### src/rtl/bit_serializer.sv
// Parallel-to-serial stage feeding the 1010 detector: valid/ready word in, one bit per clock out.
// Define BIT_SERIALIZER_LSB_FIRST_EN to emit in_data[0] first instead of the MSB.
module bit_serializer #(
   parameter int   WIDTH      = 4,
   parameter logic IDLE_LEVEL = 1'b0
) (
   input  logic             clk,
   input  logic             rst_n,
   input  logic [WIDTH-1:0] in_data,
   input  logic             in_valid,
   output logic             in_ready,
   output logic             ser_out,
   output logic             ser_valid,
   output logic             busy,
   output logic             frame_done
);

   localparam int CW = (WIDTH > 1) ? $clog2(WIDTH) : 1;
   localparam logic [CW-1:0] LAST_CNT = CW'(WIDTH - 1);

   typedef enum logic {
      ST_IDLE  = 1'b0,
      ST_SHIFT = 1'b1
   } state_t;

   state_t           state_q, state_d;
   logic [WIDTH-1:0] shift_q, shift_d;
   logic [CW-1:0]    cnt_q,   cnt_d;

   logic             last_bit;
   logic             accept;
   logic             head_bit;
   logic [WIDTH-1:0] shifted;

`ifdef BIT_SERIALIZER_LSB_FIRST_EN
   assign head_bit = shift_q[0];
   assign shifted  = shift_q >> 1;
`else
   assign head_bit = shift_q[WIDTH-1];
   assign shifted  = shift_q << 1;
`endif

   assign last_bit = (state_q == ST_SHIFT) && (cnt_q == LAST_CNT);
   // Held low while reset is asserted so no word is offered a handshake it cannot complete.
   assign in_ready = rst_n && ((state_q == ST_IDLE) || last_bit);
   assign accept   = in_valid && in_ready;

   always_comb begin
      state_d = state_q;
      shift_d = shift_q;
      cnt_d   = cnt_q;
      case (state_q)
         ST_IDLE: begin
            if (accept) begin
               state_d = ST_SHIFT;
               shift_d = in_data;
               cnt_d   = '0;
            end
         end
         ST_SHIFT: begin
            if (last_bit) begin
               cnt_d = '0;
               if (accept) begin
                  shift_d = in_data;
               end else begin
                  state_d = ST_IDLE;
                  shift_d = shifted;
               end
            end else begin
               shift_d = shifted;
               cnt_d   = cnt_q + CW'(1);
            end
         end
         default: begin
            state_d = ST_IDLE;
         end
      endcase
   end

   always_ff @(posedge clk) begin
      if (!rst_n) begin
         state_q <= ST_IDLE;
         shift_q <= '0;
         cnt_q   <= '0;
      end else begin
         state_q <= state_d;
         shift_q <= shift_d;
         cnt_q   <= cnt_d;
      end
   end

   assign busy       = (state_q == ST_SHIFT);
   assign ser_valid  = busy;
   assign frame_done = last_bit;
   assign ser_out    = busy ? head_bit : IDLE_LEVEL;

endmodule

### config.mk
export PLATFORM = sky130hd
export DESIGN_NAME = bit_serializer
export DESIGN_NICKNAME = d
export VERILOG_FILES = /design/src/rtl/bit_serializer.sv
export SDC_FILE = /design/constraint.sdc
export NUM_CORES = 1
export LEC_CHECK = 0
export CAP_MARGIN = 20
export CORE_AREA = 8 8 45 47
export CTS_CLUSTER_DIAMETER = 80
export DETAILED_ROUTE_END_ITERATION = 8
export DIE_AREA = 0 0 53 55
export DONT_BUFFER_PORTS = 1
export REMOVE_ABC_BUFFERS = 1
export SETUP_SLACK_MARGIN = 0.02
export SYNTH_ARGS = -nofsm -noshare
export SYNTH_HDL_FRONTEND = slang
export SYNTH_SLANG_ARGS = --single-unit
### constraint.sdc
create_clock -name clk -period 3.6 [get_ports clk]
set_input_delay 1.08 -clock clk [delete_from_list [all_inputs] [get_ports clk]]
set_output_delay 1.08 -clock clk [all_outputs]
set_load 0.01 [all_outputs]
# After elaboration in Yosys (flattened, before gate mapping)
# Index checks and enable logic that the tools add are counted.
op_classes:
  n_addsub: 1
  eq_ne: 2
  n_mux: 11
  n_bitwise: 1
  n_reduce_logical: 4
ops:
  columns: ["cell", "n"]
  rows:
  - ["$mux W4", 3]
  - ["$pmux W4 S2", 1]
  - ["$mux W2", 2]
  - ["$pmux W2 S2", 1]
  - ["$logic_and A1 B1 Y1", 3]
  - ["$mux W1", 3]
  - ["$add A2 B1 Y2 const B", 1]
  - ["$eq A2 B2 Y1 const B", 1]
  - ["$ne A2 B2 Y1 const B", 1]
  - ["$pmux W1 S2", 1]
  - ["$logic_or A1 B1 Y1", 1]
  - ["$not A1 Y1", 1]
word_totals:
  ff_bits: 7
  inputBits: 7
  output_inout_bits: 5
  wordCells: 22

# Logic depth before layout (Yosys ltp)
# Gate-level depths: netlist of the first run.
depth:
  depth_word: 8
  mapped_depth: 4
  mapped_depth_nobuf: 4

# Worst setup path after synthesis of the first run
# OpenSTA, ideal clock, no wires.
synth_path:
  path_type: "input port to output port"
  from: "input rst_n"
  to: "output in_ready"
  t_arrival_ps: 1272
  required_ps: 2520
  path_slack_ps: 1248
  stages: 1
  path_buffers: 0
  cell_sequence: "and2b_2"
synth_via:
  elab_chain_len: 1
synth_rtl:
  columns: ["element", "line_no", "text"]
  rows:
  - ["start: declaration", "8", "input logic rst_n,"]
  - ["$logic_and A1 B1 Y1", "45", "assign in_ready = rst_n && ((state_q == ST_IDLE) || last_bit);"]
  - ["end: declaration", "11", "output logic in_ready,"]
# Every way passes these cells.

# Final worst setup path of the first run
layout_path:
  from: "register state_q (netlist: busy)"
  to: "output in_ready"
layout_via:
  elab_chain_len: 3
  elab_cells_between_ends: 4
  classes_between: "1 x bitwise; 3 x reduce/logical"
layout_rtl:
  columns: ["element", "line_no", "text"]
  rows:
  - ["start: declaration", "26", "state_t state_q, state_d;"]
  - ["start signal: assignment", "86", "state_q <= state_d;"]
  - ["$logic_and A1 B1 Y1 or $not A1 Y1 (tied branches)", null, null]
  - ["$logic_or A1 B1 Y1 *", "45", null]
  - ["$logic_and A1 B1 Y1 *", "45", null]
# Every way passes the cells marked *; elsewhere a longest branch is shown, timed or not.

==> run_results.csv, run 1 <==
group,metric,value,unit
logic_synthesis,seq_area_frac_synth,0.367,
job,cap_violations,0,
worst_setup_path,crit_fanout,12,
detailed_routing,dr.pass1.iters,1,
place,port_buffers,0,
detailed_routing,drtIter0Drc,0,
floorplanning,floorplan.initialDensity,0.276,
logic_synthesis,avgSynthCellArea,9.79,um^2
floorplanning,rows,14,
clocking,clock_latency,250,ps
logic_synthesis,yosys.area_share.simple,0.275,
timing,setup-tns-final,0,ps
worst_setup_path,crit_start,"busy",
pwr,p_leak,0.159,nW
timing,fin_skew,4.87,ps
pwr,power_density,441,mW/mm^2
grt,grt_max_degree,13,
timing,rsz0062_at_grt,"no",
clocking,cts_tree,"done",
timing,maxSlewViolCount,0,
floorplanning,io_pins,12,
floorplanning,die_x,53,um
floorplanning,die_area,0.00292,mm^2
worst_setup_path,r2r_setup_slack,2290,ps
worst_setup_path,r2r_start,"busy",
logic_synthesis,synth_top_family_by_area,"simple AND/OR/NAND/NOR gates",
grt,gr-total-overflow,0,
timing,fin_crit_sh,0.713,
detailed_routing,drt_wl_total,717,um
place,placed_area,375,um^2
logic_synthesis,ys_ff_latch,7,
worst_setup_path,cp.arrival,1490,ps
timing,finalCriticalPeriod,2570,ps
timing,hold_violations,0,
logic_synthesis,synth-compound-area-share,0.125,
timing,tightestPinTransition,564,ps
hold_path,hp-class,"register to register",
worst_setup_path,worstSetupPathType,"register to primary output",
place,dp_hpwl,553,um
grt,grt_antenna_before_repair,0,
timing,max-slew-margin-rel,0.623,
detailed_routing,wl_per_cell,12.8,um
clocking,post_cts_resized,0,
worst_setup_path,endpoint_kind,"primary output",
detailed_routing,vias,257,
logic_synthesis,yosysUniqueCellTypes,18,
layout,antenna_cells,0,
grt,grt_pass1_vias,253,
logic_synthesis,synth.cell_area,382,um^2
clocking,cts_max_path_buffers,2,
layout,finalInstanceArea,402,um^2
layout,syn_to_final_growth,5.25,%
logic_synthesis,synth_mux_area_frac,0.131,
pwr,ir_worst_vdd,0.0930,mV
logic_synthesis,yosys.area.top_type,"dfxtp_1",
detailed_routing,drcViolationCount,0,
layout,fin_nets,49,
worst_setup_path,cp.required,2520,ps
clocking,numClockSinks,7,
detailed_routing,avgViaCountPerCell,4.59,
floorplanning,fp.dieH,55,um
hold_path,min-delay-start,"shift_q[3]",
logic_synthesis,yosys_warnings,0,
clocking,postCtsHoldBufs,0,
timing,clock.fmax,389,MHz
grt,grt_pass1_wl,1.15,mm
clocking,ctsRootBufferMaster,"clkbuf_4",
worst_setup_path,crit_path_start_kind,"register",
layout,drive_gt1_frac,0.200,
place,gp_congestion,0.633,
floorplanning,core,0.00138,mm^2
timing,finalSetupViolCount,0,
logic_synthesis,yosys.area_share.xor_xnor,0,
logic_synthesis,synth_top_area_frac,0.367,
detailed_routing,ant_nets,0,
logic_synthesis,syn_inst,39,
pwr,total_power,0.000177,W
logic_synthesis,synth_area_leaders,"dfxtp_1 37%, mux2i_1 13%, a21oi_1 5.2%",
clocking,cts_made_buffers,3,
logic_synthesis,synthAdderAreaFrac,0.0328,
clocking,clk_transition_reported_paths,50,ps
clocking,post-cts-setup-buffers,0,
grt,grt_usage,0.0575,
run_status,status,"completed",
clocking,cts_max_level,1,
-- registers in the layout (all words and copies together), names as in the netlist --
signal / count
cnt_q: 2
shift_q: 4
busy: 1
-- stage by stage --
stage / util / hold WS [ps] / std cells / setup WS (ps)
final: 0.290 / 540 / 56 / 1030
after detailed placement: 0.271 / 532 / 52 / 1240
after CTS: 0.290 / 544 / 56 / 995
after floorplan: - / 505 / 36 / 1250
after global placement: 0.271 / 523 / 52 / 1240
after global routing: 0.290 / 577 / 56 / 900
-- per-layer routing --
layer	routed length (um)	GRT usage	vias to the layer above
met4	19	0.0776	0
li1	-	-	133
met5	0	0	-
met3	28	0.0160	2
met1	262	0.0550	118
met2	406	0.0879	4
-- layout by cell type (no fill, tap or decap) --
cell / netlist / routed
nand2b_1: 3 / 3
o21a_1: 1 / 1
dfxtp_1: 7 / 7
mux2i_1: 5 / 5
nor2b_1: 2 / 2
o21ai_0: 4 / 4
nand3_1: 1 / 1
nor2b_4: 1 / 1
clkbuf_4: 0 / 3
nand2b_4: 1 / 1
ha_1: 1 / 1
and2_2: 2 / 2
and2_1: 1 / 1
clkbuf_1: 0 / 1
nor2_1: 1 / 1
and2b_2: 1 / 1
a21oi_1: 4 / 4
nor3b_1: 1 / 1
-- critical path: stages, from the launching register on --
cell and delay (ps):
dfxtp_1 670, nor2b_4 310, and2b_2 260
-- synthesized netlist by cell type --
library cell  n
a21oi_1       4
and2_1        1
and2_2        2
and2b_2       1
buf_4         2
buf_6         1
dfxtp_1       7
ha_1          1
mux2i_1       5
nand2b_1      3
nand2b_4      1
nand3_1       1
nor2_1        1
nor2b_1       2
nor2b_4       1
nor3b_1       1
o21a_1        1
o21ai_0       4
-- final timing paths --
kind	endpoint	cells after the start
max	in_ready	2
min	shift_q[3]	2
max reg2reg	shift_q[2]	3
min reg2reg	shift_q[3]	2
-- where the power goes --
| group | switching (W) | internal [W] |
|---|---|---|
| Clock | 0.0000275 | 0.0000422 |
| Combinational | 0.00000708 | 0.0000112 |
| Sequential | 0.00000599 | 0.0000830 |
| Total | 0.0000405 | 0.000136 |
-- layout make-up --
class / count / area, um^2
sequential: 7 / 140
fill: 151 / 982
clock buffer: 4 / 26.3
tap: 16 / 20.0
multi-input combinational: 29 / 215
-- logic make-up (layout without fill, tap and decap cells) --
| kind of cell | count (synthesis) | in the layout |
|---|---|---|
| and+or+nand+nor | 14 | 14 |
| AOI/OAI and AO/OA | 9 | 9 |
| muxes | 5 | 5 |
| buffers and inverters | 3 | 4 |
| adders and majority gates | 1 | 1 |
| DFF | 7 | 7 |
Power figures use the tool's default switching activity.
==> inputs of run 2 (changes only) <==
==> constraint.sdc (replaced) <==
create_clock -name clk -period 2.15 [get_ports clk]
set_input_delay 0.645 -clock clk [delete_from_list [all_inputs] [get_ports clk]]
set_output_delay 0.645 -clock clk [all_outputs]
set_load 0.01 [all_outputs]
==> run_results.csv, run 2 (synthesis results as in run 1) <==
group,metric,value,unit
run_status,status,"completed",
pwr,power_density,738,mW/mm^2
grt,grt_pass1_vias,267,
clocking,postCtsHoldBufs,0,
pwr,p_leak,0.164,nW
pwr,total_power,0.000302,W
floorplanning,floorplan.initialDensity,0.276,
layout,largest_reg_flops,4,
timing,fin_crit_sh,0.885,
floorplanning,io_pins,12,
layout,syn_to_final_growth,7.21,%
timing,setup-tns-final,0,ps
layout,fin_nets,50,
worst_setup_path,cp.required,1500,ps
layout,top_register,"shift_q",
worst_setup_path,r2r_setup_slack,1080,ps
worst_setup_path,reg2reg_to,"shift_q[1]",
floorplanning,die_x,53,um
detailed_routing,drtIter0Drc,1,
layout,mostFrequentLayoutCells,"7 x dfxtp_1, 5 x mux2i_1, 4 x o21ai_0, 4 x a21oi_1",
place,dp_hpwl,570,um
clocking,ctsRootBufferMaster,"clkbuf_4",
worst_setup_path,rr_worst_depth,4,
detailed_routing,drt_wl_total,730,um
layout,antenna_cells,0,
grt,grt_pass1_wl,1.12,mm
worst_setup_path,r2r_start,"cnt_q[0]",
worst_setup_path,endpoint_kind,"primary output",
clocking,cts_max_level,1,
timing,finalCriticalPeriod,1900,ps
clocking,numClockSinks,7,
grt,grt_antenna_before_repair,0,
clocking,cts_made_buffers,3,
clocking,cts_tree,"done",
grt,busiest_layer,"met2",
worst_setup_path,cp-endpoint,"in_ready",
worst_setup_path,worstSetupPathType,"register to primary output",
layout,final_common_cell,"dfxtp_1",
detailed_routing,drcViolationCount,0,
timing,tightestPinTransition,161,ps
grt,grt_usage,0.0564,
pwr,ir_worst_vdd,0.219,mV
worst_setup_path,cp.arrival,1260,ps
timing,rsz0062_at_grt,"no",
clocking,post-cts-setup-buffers,0,
clocking,post_cts_resized,0,
floorplanning,rows,14,
job,cap_violations,0,
floorplanning,die_area,0.00292,mm^2
timing,finalSetupViolCount,0,
detailed_routing,vias,264,
worst_setup_path,crit_start,"cnt_q[0]",
detailed_routing,dr.pass1.iters,4,
timing,maxSlewViolCount,0,
grt,gr-total-overflow,0,
clocking,clk_transition_reported_paths,50,ps
grt,use_met2,0.0918,
grt,met3_usage,0.0214,
timing,clock.fmax,526,MHz
place,gp_congestion,0.627,
worst_setup_path,crit_path_start_kind,"register",
clocking,clock_latency,250,ps
clocking,cts_max_path_buffers,2,
floorplanning,fp.dieH,55,um
grt,use_met1,0.0459,
detailed_routing,avgViaCountPerCell,4.63,
timing,hold_violations,0,
detailed_routing,ant_nets,0,
grt,grt_max_degree,12,
detailed_routing,wl_per_cell,12.8,um
place,port_buffers,0,
layout,drive_gt1_frac,0.220,
hold_path,hp-class,"input pin to register",
timing,max-slew-margin-rel,0.892,
floorplanning,core,0.00138,mm^2
worst_setup_path,crit_fanout,7,
timing,fin_skew,1.42,ps
==> run 2: cell types whose count changed in the layout (fill, tap and decap cells not counted) <==
cell | previous run | this run
buf_4 | 0 | 1
==> run 2: critical path, stage by stage (launching register included) <==
cell and delay, ps:
dfxtp_1 320, ha_1 250, nor2b_4 180, and2b_2 260
==> run 2: per-stage QoR <==
stage	setup WS [ps]	cells	instance area [um^2]	hold WS [ps]	utilization
6_report	247	57	409	516	0.296
5_1_grt	167	57	409	497	0.296
4_1_cts	231	57	409	505	0.296
3_5_place_dp	514	53	383	528	0.277
3_3_place_gp	531	53	383	520	0.277
2_1_floorplan	399	36	355	505	-
==> run 2: routing by layer <==
layer	part of all wire	wire, um
met1	0.35	257
met2	0.56	411
met3	0.058	42
met4	0.026	19
met5	0	0
==> run 2: area by class of cell <==
cell class	count	area, um^2
tap	16	20.0
fill	150	975
multi-input combinational	29	215
clock buffer	4	26.3
timing repair buffer	1	7.51
sequential	7	140
==> run 2: worst min path at each step <==
stage / startpoint / end / slack (ps) / cells after the start
2_1_floorplan: shift_q[3] / shift_q[3] / 500 / 2
3_3_place_gp: shift_q[3] / shift_q[3] / 520 / 2
3_5_place_dp: shift_q[3] / shift_q[3] / 530 / 2
4_1_cts: rst_n / busy / 510 / 1
5_1_grt: rst_n / busy / 500 / 1
6_report: rst_n / busy / 520 / 1
==> run 2: report_power, final <==
group	switching (W)	internal (W)
clock network	0.0000501	0.0000709
registers	0.00000437	0.000139
logic	0.0000174	0.0000203
total	0.0000719	0.000230
==> inputs of run 3 (changes only) <==
--- a/config.mk
+++ b/config.mk
@@ -13,6 +13,7 @@
 export DONT_BUFFER_PORTS = 1
 export REMOVE_ABC_BUFFERS = 1
 export SETUP_SLACK_MARGIN = 0.02
+export SKIP_CTS_REPAIR_TIMING = 1
 export SYNTH_ARGS = -nofsm -noshare
 export SYNTH_HDL_FRONTEND = slang
 export SYNTH_SLANG_ARGS = --single-unit
==> results of run 3 <==
The final DEF is identical to that of run 2; final timing and power are the same.
